`config.mk`:
```
export PLATFORM = sky130hd
export DESIGN_NAME = frac_deci_sched
export DESIGN_NICKNAME = d
export VERILOG_FILES = /design/src/rtl/frac_deci_sched.sv
export SDC_FILE = /design/constraint.sdc
export NUM_CORES = 1
export LEC_CHECK = 0
export BUFFER_PORTS_ARGS = -buffer_cell sky130_fd_sc_hd__buf_4
export CORE_ASPECT_RATIO = 1.1
export CORE_UTILIZATION = 35
export CTS_BUF_LIST = sky130_fd_sc_hd__clkbuf_4 sky130_fd_sc_hd__clkbuf_8
export CTS_CLUSTER_SIZE = 30
export DETAILED_ROUTE_END_ITERATION = 12
export GPL_TIMING_DRIVEN = 0
export SKIP_CTS_REPAIR_TIMING = 1
export SYNTH_ARGS = -nofsm -noshare
export SYNTH_HDL_FRONTEND = slang
export SYNTH_SLANG_ARGS = --single-unit
export TNS_END_PERCENT = 100
```
`constraint.sdc`:
```
create_clock -name clk -period 4.2 [get_ports clk]
set_input_delay 0.63 -clock clk [delete_from_list [all_inputs] [get_ports clk]]
set_output_delay 0.63 -clock clk [all_outputs]
set_load 0.05 [all_outputs]
```
`src/rtl/frac_deci_sched.sv`:
```
// Polyphase MAC scheduler for an L/M fractional decimator: tracks the rational
// phase, decides when each output can start and sequences one shared MAC over its taps.
module frac_deci_sched #(
  parameter  int L          = 2,
  parameter  int M          = 3,
  parameter  int PHASE_TAPS = 57,
  parameter  int ADDR_W     = 7,
  parameter  int CADDR_W    = 7,
  parameter  int MAC_LAT    = 2,
  localparam int PH_W       = (L > 1) ? $clog2(L) : 1
) (
  input  logic               clk,
  input  logic               rst,
  input  logic               in_valid,
  output logic               wr_en,
  output logic [ADDR_W-1:0]  wr_addr,
  output logic [ADDR_W-1:0]  rd_addr,
  output logic [CADDR_W-1:0] coef_addr,
  output logic               mac_en,
  output logic               mac_clr,
  output logic               out_valid,
  output logic [PH_W-1:0]    phase,
  output logic               busy,
  output logic               overrun
);

  localparam int DEPTH  = 1 << ADDR_W;
  localparam int CAP    = DEPTH - PHASE_TAPS;
  localparam int PEND_W = $clog2(DEPTH + 1);
  localparam int K_W    = (PHASE_TAPS > 1) ? $clog2(PHASE_TAPS) : 1;
  localparam int D_W    = (MAC_LAT > 1) ? $clog2(MAC_LAT) : 1;
  localparam int S_W    = $clog2(L + M) + 1;

  typedef enum logic [1:0] {IDLE, COMPUTE, DRAIN} state_t;

  state_t              state_q, state_d;
  logic [ADDR_W-1:0]   wr_ptr, cons_ptr, base;
  logic [PEND_W-1:0]   pending, need, pending_d, consume;
  logic [PH_W-1:0]     p;
  logic [K_W-1:0]      k;
  logic [D_W-1:0]      dcnt;
  logic [S_W-1:0]      p_sum;
  logic                overrun_q, start, inc;

  assign wr_en   = in_valid;
  assign wr_addr = wr_ptr;
  assign phase   = p;
  assign busy    = (state_q != IDLE);
  assign overrun = overrun_q;

  // Start test sees only the registered count; a same-cycle write lands in pending_d.
  assign start     = (state_q == IDLE) && (pending >= need);
  assign inc       = in_valid && (pending != PEND_W'(CAP));
  assign consume   = start ? need : '0;
  assign pending_d = pending - consume + PEND_W'(inc);
  assign p_sum     = S_W'(p) + S_W'(M);

  always_comb begin
    state_d   = state_q;
    mac_en    = 1'b0;
    mac_clr   = 1'b0;
    rd_addr   = '0;
    coef_addr = '0;
    out_valid = 1'b0;
    case (state_q)
      IDLE: begin
        if (start) state_d = COMPUTE;
      end
      COMPUTE: begin
        mac_en    = 1'b1;
        mac_clr   = (k == '0);
        rd_addr   = base - ADDR_W'(k);
        coef_addr = CADDR_W'(p) * CADDR_W'(PHASE_TAPS) + CADDR_W'(k);
        if (k == K_W'(PHASE_TAPS - 1)) state_d = DRAIN;
      end
      DRAIN: begin
        if (dcnt == D_W'(MAC_LAT - 1)) begin
          out_valid = 1'b1;
          state_d   = IDLE;
        end
      end
      default: state_d = IDLE;
    endcase
  end

  always_ff @(posedge clk) begin
    if (rst) begin
      state_q   <= IDLE;
      wr_ptr    <= '0;
      cons_ptr  <= '0;
      base      <= '0;
      pending   <= '0;
      need      <= PEND_W'(1);
      p         <= '0;
      k         <= '0;
      dcnt      <= '0;
      overrun_q <= 1'b0;
    end else begin
      state_q <= state_d;
      pending <= pending_d;
      if (in_valid) wr_ptr <= wr_ptr + 1'b1;
      if (in_valid && pending == PEND_W'(CAP)) overrun_q <= 1'b1;
      case (state_q)
        IDLE: begin
          if (start) begin
            base     <= cons_ptr + ADDR_W'(need) - 1'b1;
            cons_ptr <= cons_ptr + ADDR_W'(need);
            k        <= '0;
          end
        end
        COMPUTE: begin
          k    <= k + 1'b1;
          dcnt <= '0;
        end
        DRAIN: begin
          dcnt <= dcnt + 1'b1;
          if (out_valid) begin
            need <= PEND_W'(p_sum / S_W'(L));
            p    <= PH_W'(p_sum % S_W'(L));
          end
        end
        default: ;
      endcase
    end
  end

endmodule
```
Word level (Yosys, flattened, before mapping). Cells that the tools add are included.

Word-level logic and storage cells: 56. Bits in latches: 0. Input bits: 3. Memory bits (writable): 0. Memories: 0. Bits in read-only memories: 0. Register bits after elaboration: 43. Output and inout port bits: 28.

Reduce and logical (&&, ||, !) cells: 12. Multiply operators: 1. Bitwise logic cells: 0. Magnitude comparators: 1. Multiplexer cells: 14. Equality and inequality tests: 8. Shift-type cells: 0. Div/mod/pow operators: 0. Add/subtract/negate cells: 10.

Operators with widths (count): $mux W7 (2); $pmux W6 S2 (1); $add A8 B1 Y8 (1); $eq A8 B7 Y1 const B (1); $ge A8 B3 Y1 (1); $ne A8 B7 Y1 const B (1); $sub A8 B3 Y8 (1); $add A7 B1 Y7 const B (1); $add A7 B3 Y7 (1); $add A7 B6 Y7 (1); $mul A1 B6 Y7 const B (1); $sub A7 B1 Y7 const B (1); $sub A7 B6 Y7 (1); $add A6 B1 Y6 const B (1); $eq A6 B6 Y1 const B (1); $logic_not A6 Y1 (1); $mux W2 (3); $mux W6 (1); $ne A2 B2 Y1 const B (3); $pmux W2 S3 (1); $reduce_and A2 Y1 (3); $reduce_bool A2 Y1 (3); $mux W1 (4); $add A1 B2 Y3 const B (1); 8 further kinds (10).

Longest topological paths before layout.
Depth after elaboration: 5. Gate-level depth with buffers: 17. Mapped depth without buffers: 16.

Worst setup path before layout. Ideal clock, no wire load.

Path type: reg-to-output. Start: reg k[0]. End: out rd_addr[6]. Path buffers: 0. Path slack: 0.266 ns. Stages on the path, launching flop included: 8. Arrival: 3.304 ns. Required time: 3.570 ns. Cell sequence: dfxtp_1 -> ha_1 -> inv_1 -> fa_1 -> a21o_1 -> a21oi_1 -> o21bai_1 -> o311ai_0.

Word-level cells in the longest chain between the ends: 2.

Ends and longest elaborated chain: start, declared (RTL line 40) `logic [K_W-1:0] k;`; start signal, assigned (RTL line 112) `k <= k + 1'b1;`; $sub A7 B6 Y7 (RTL line 72) `rd_addr = base - ADDR_W'(k);`; $mux W7 (RTL line 65) `case (state_q)`; end, declared (RTL line 17) `output logic [ADDR_W-1:0] rd_addr,`.

No other way between the ends.

Worst setup path in the final report.
Start: reg need[1]. End: reg pending[7].

Word-level cells in the longest chain between the ends: 5.

Ends and longest elaborated chain: start, declared (RTL line 38) `logic [PEND_W-1:0] pending, need, pending_d, consume;`; start signal, assigned (RTL line 118) `need <= PEND_W'(p_sum / S_W'(L));`; $ge A8 B3 Y1 (RTL line 52) `assign start = (state_q == IDLE) && (pending >= need);`; $logic_and A1 B1 Y1 (RTL line 52); $mux W3 (*) (RTL line 54) `assign consume = start ? need : '0;`; $sub A8 B3 Y8 (*) (RTL line 55) `assign pending_d = pending - consume + PEND_W'(inc);`; $add A8 B1 Y8 (*) (RTL line 55); end signal, assigned (RTL line 100) `pending <= pending_d;`; end, declared (RTL line 38).

Mark *: on every way between the ends. The rest lies on a longest branch, timed or not. A chain may end at the register's enable or synchronous reset.

==> results.py <==
metrics = {
    "clock_tree": {
        "clock_tree_from_tritoncts": "done",
        "cts.reportedPaths.clkPinSlew_ns": 0.09,
        "ctsLongestPathBuffers": 2,
        "clk_latency_ns": 0.30,
        "cts_num_sinks": 42,
        "root_buffer": "sky130_fd_sc_hd__clkbuf_8",
        "total_clock_buffers_created_by_cts": 5,
        "htreeDepth": 2,
    },
    "run_status": {
        "run_status": "finished clean",
    },
    "sta": {
        "relSlewSlack": 0.587,
        "final_min_period_over_clock_period": 0.883,
        "fin_worst_skew_ns": 0.00653,
        "worst_slew_pin_slew_ns": 0.620,
        "fmax_mhz": 270,
        "finalHoldViolations": 0,
        "grt_setup_unrepaired": "no",
        "setup_ws_ns": 0.491,
        "slew_violations": 0,
        "fin_tns_setup_ns": 0,
        "setup_violations": 0,
        "final.min_clock_period_ns": 3.71,
    },
    "worst_hold_path": {
        "timing.hold.worst.start": "cons_ptr[0]$_SDFFE_PP0P_",
        "min_delay_path_depth": 2,
        "hold_path.class": "register to register",
        "worstHoldEndpoint": "cons_ptr[0]$_SDFFE_PP0P_",
    },
    "routing": {
        "met3WireLength_um": 237,
        "routedLengthMet1_um": 3210,
        "routed_via_density": 5.10,
        "routed-via-count": 2613,
        "wl_cell_um": 13.2,
        "routed-wl-met2_um": 3290,
        "top_layer": "met4",
        "antenna_left": 0,
        "wirelength_um": 6780,
        "detail_route.drc_violations": 0,
        "detailed_router_iteration_count_before_antenna_repair": 5,
        "detail_route.iter0.violations": 133,
    },
    "power_and_ir_drop": {
        "comb_power_share": 0.638,
        "switching_pwr_mw": 1.09,
        "power_report.internal_total_mw": 1.15,
        "p_sw_frac": 0.487,
        "power.share.clock": 0.123,
        "relative_contribution_of_sequential_cells_to_total_power": 0.240,
        "p_per_area_nw_per_um2": 642,
        "vdd_ir_drop_max_uv": 250,
        "leakagePower_nw": 1.46,
    },
    "yosys": {
        "netlist_area_um2": 3050,
        "synth_cells": 364,
        "most_used_standard_cell_by_instance_count_after_synthesis": "sky130_fd_sc_hd__dfxtp_1",
        "async_flop_share": 0,
        "synthDominantAreaCellType": "sky130_fd_sc_hd__dfxtp_1",
        "synth_commonest_cells": "42 x sky130_fd_sc_hd__dfxtp_1, 38 x sky130_fd_sc_hd__ha_1, 37 x sky130_fd_sc_hd__inv_1, 28 x sky130_fd_sc_hd__nor2_1, 26 x sky130_fd_sc_hd__nand2_1",
        "yosysTopAreaCellShare": 0.276,
        "syn_area_per_cell_um2": 8.37,
        "synthesis.nets": 408,
        "synth_enable_flop_cells": 0,
        "ys_ff_latch": 42,
        "yosys.cell_types.count": 57,
        "synth.top_cells.by_area": "sky130_fd_sc_hd__dfxtp_1 28%, sky130_fd_sc_hd__ha_1 16%, sky130_fd_sc_hd__inv_1 4.6%",
        "top_flip_flop_cell_by_instance_count_after_synthesis": "sky130_fd_sc_hd__dfxtp_1",
        "ys_warnings": 0,
        "synth-seq-area-share": 0.276,
    },
    "cells_and_area": {
        "drive_gt1_frac": 0.127,
        "antenna_cells_inserted": 0,
        "postLayoutCoreUtil": 0.416,
        "final_nets": 444,
        "final.fill_count": 893,
        "syn_to_final_growth_pct": 14.8,
    },
    "setup_path": {
        "worstReg2RegEnd": "pending[7]$_SDFF_PP0_",
        "startpoint_type": "register",
        "worstPathArrival_ns": 3.90,
        "r2r.worst_path.cells": 14,
        "critPathKind": "register to register",
        "crit_path_end_kind": "register",
        "worst-path-max-fanout": 10,
        "regToRegStartpoint": "need[1]$_SDFFE_PP0P_",
        "crit_required_ns": 4.40,
        "worst-r2r-setup-slack_ns": 0.49,
    },
    "global_route": {
        "grt_util_all_layers": 0.154,
        "global_route.overflow_total": 0,
        "grt_first_pass_wirelength_um": 11300,
        "maximum_number_of_pins_on_one_net_before_global_route_repair": 16,
        "antenna_found_initial": 0,
        "grt_pass1_vias": 2444,
    },
    "flow_run": {
        "max_cap_viol_count": 0,
    },
    "floorplan": {
        "floorplan.die.width_um": 91.0,
        "core_area_um2": 8410,
        "effective_utilization_at_floorplan": 0.362,
        "die_area_um2": 9080,
        "dieHeight_um": 99.9,
        "floorplan.io_pins": 31,
        "placementRows": 35,
    },
    "placement": {
        "count_of_buffers_from_port_buffering": 29,
        "place.detailed.hpwl_um": 5230,
        "final_estimated_routing_congestion_in_global_placement": 0.759,
        "pre_cts_slack_ns": 0.509,
    },
}
layer usage:
metal | global-route usage | up-vias
li1 | - | 1343
met1 | 0.185 | 1217
met2 | 0.288 | 48
met3 | 0.0258 | 5
met4 | 0.0330 | 0
met5 | 0 | -
worst max-delay path by stage:
stage,startpoint,endpoint,slack [ns]
2_1_floorplan,k[0]$_SDFFE_PP0P_,rd_addr[6],0.27
3_3_place_gp,need[1]$_SDFFE_PP0P_,pending[7]$_SDFF_PP0_,0.54
3_5_place_dp,need[1]$_SDFFE_PP0P_,pending[7]$_SDFF_PP0_,0.51
4_1_cts,need[1]$_SDFFE_PP0P_,pending[7]$_SDFF_PP0_,0.47
5_1_grt,need[1]$_SDFFE_PP0P_,pending[6]$_SDFF_PP0_,0.25
6_report,need[1]$_SDFFE_PP0P_,pending[7]$_SDFF_PP0_,0.49
cells in the final DEF (no fill, tap or decap), types with 3 or more instances in the layout:
master,count
sky130_fd_sc_hd__nand3_1,11
sky130_fd_sc_hd__o21ai_0,13
sky130_fd_sc_hd__nor4b_1,3
sky130_fd_sc_hd__o21a_1,5
sky130_fd_sc_hd__nor3_1,5
sky130_fd_sc_hd__clkbuf_8,5
sky130_fd_sc_hd__ha_1,38
sky130_fd_sc_hd__o31ai_1,3
sky130_fd_sc_hd__or4_1,5
sky130_fd_sc_hd__nand2b_1,5
sky130_fd_sc_hd__nor2_1,28
sky130_fd_sc_hd__and3_1,3
sky130_fd_sc_hd__nand2_1,26
sky130_fd_sc_hd__and2_1,10
sky130_fd_sc_hd__inv_1,37
sky130_fd_sc_hd__a21oi_1,20
sky130_fd_sc_hd__mux2i_1,4
sky130_fd_sc_hd__o21bai_1,3
sky130_fd_sc_hd__dfxtp_1,42
sky130_fd_sc_hd__fa_1,3
sky130_fd_sc_hd__a31oi_1,5
sky130_fd_sc_hd__clkbuf_1,8
sky130_fd_sc_hd__xor2_1,9
sky130_fd_sc_hd__xnor2_1,13
sky130_fd_sc_hd__nor2b_1,8
sky130_fd_sc_hd__a211oi_1,3
sky130_fd_sc_hd__nand4_1,5
sky130_fd_sc_hd__buf_4,30
sky130_fd_sc_hd__or3_1,5
sky130_fd_sc_hd__o211ai_1,4
sky130_fd_sc_hd__a21o_1,5
registers in the layout, indices dropped and copies added, names as in the netlist:
name      cells
base          7
cons_ptr      7
wr_addr       7
k             6
phase         1
need          2
overrun       1
pending       8
dcnt          1
state_q       2
power by group through the flow:
stage	sequential, mW	clock [mW]	combinational (mW)
6_report	0.538	0.276	1.43
5_1_grt	0.548	0.302	1.58
4_1_cts	0.538	0.290	1.44
3_5_place_dp	0.547	0	1.43
3_3_place_gp	0.545	0	1.39
2_1_floorplan	0.540	0	1.10
cells by family (layout without fill, tap and decap cells):
family,Yosys count,count (layout),synth area share
AOI/OAI and AO/OA,79,79,0.182
xor gates and xnor gates,23,23,0.0686
adders and majority gates,41,41,0.176
buffers and inverters,51,88,0.0674
DFF,42,42,0.276
muxes,6,6,0.0205
and+or+nand+nor,122,122,0.209
layout make-up:
class,count,area [µm²],area share
plain buffers,14,66.3,0.0190
well taps,111,139,0.0397
flip-flops and latches,42,841,0.240
inverters,37,139,0.0397
clock inverters,3,25.0,0.00716
repair buffers,29,218,0.0623
clock buffers,5,68.8,0.0197
multi-input cells,271,2000,0.572
worst max-delay path, cell delays in order (launching register included):
cell and delay (ns):
sky130_fd_sc_hd__dfxtp_1 0.45, sky130_fd_sc_hd__inv_1 0.07, sky130_fd_sc_hd__ha_1 0.27, sky130_fd_sc_hd__nand2_1 0.08, sky130_fd_sc_hd__o221a_4 0.28, sky130_fd_sc_hd__a21oi_1 0.32, sky130_fd_sc_hd__buf_2 0.29, sky130_fd_sc_hd__nand2_1 0.08
sky130_fd_sc_hd__ha_1 0.30, sky130_fd_sc_hd__ha_1 0.29, sky130_fd_sc_hd__a21o_1 0.17, sky130_fd_sc_hd__a21oi_1 0.24, sky130_fd_sc_hd__o21bai_1 0.15, sky130_fd_sc_hd__o41a_1 0.34, sky130_fd_sc_hd__mux2_2 0.27
stage by stage:
| step | power (mW) | instance area [µm²] | hold slack, ns | instances |
|---|---|---|---|---|
| 4_1_cts | 2.27 | 3500 | 0.473 | 512 |
| 2_1_floorplan | 1.64 | 3050 | 0.436 | 364 |
| 3_5_place_dp | 1.98 | 3400 | 0.459 | 504 |
| 3_3_place_gp | 1.94 | 3400 | 0.450 | 504 |
| 6_report | 2.24 | 3500 | 0.471 | 512 |
| 5_1_grt | 2.43 | 3500 | 0.500 | 512 |
Note: power is estimated with default switching activity, not from simulation.
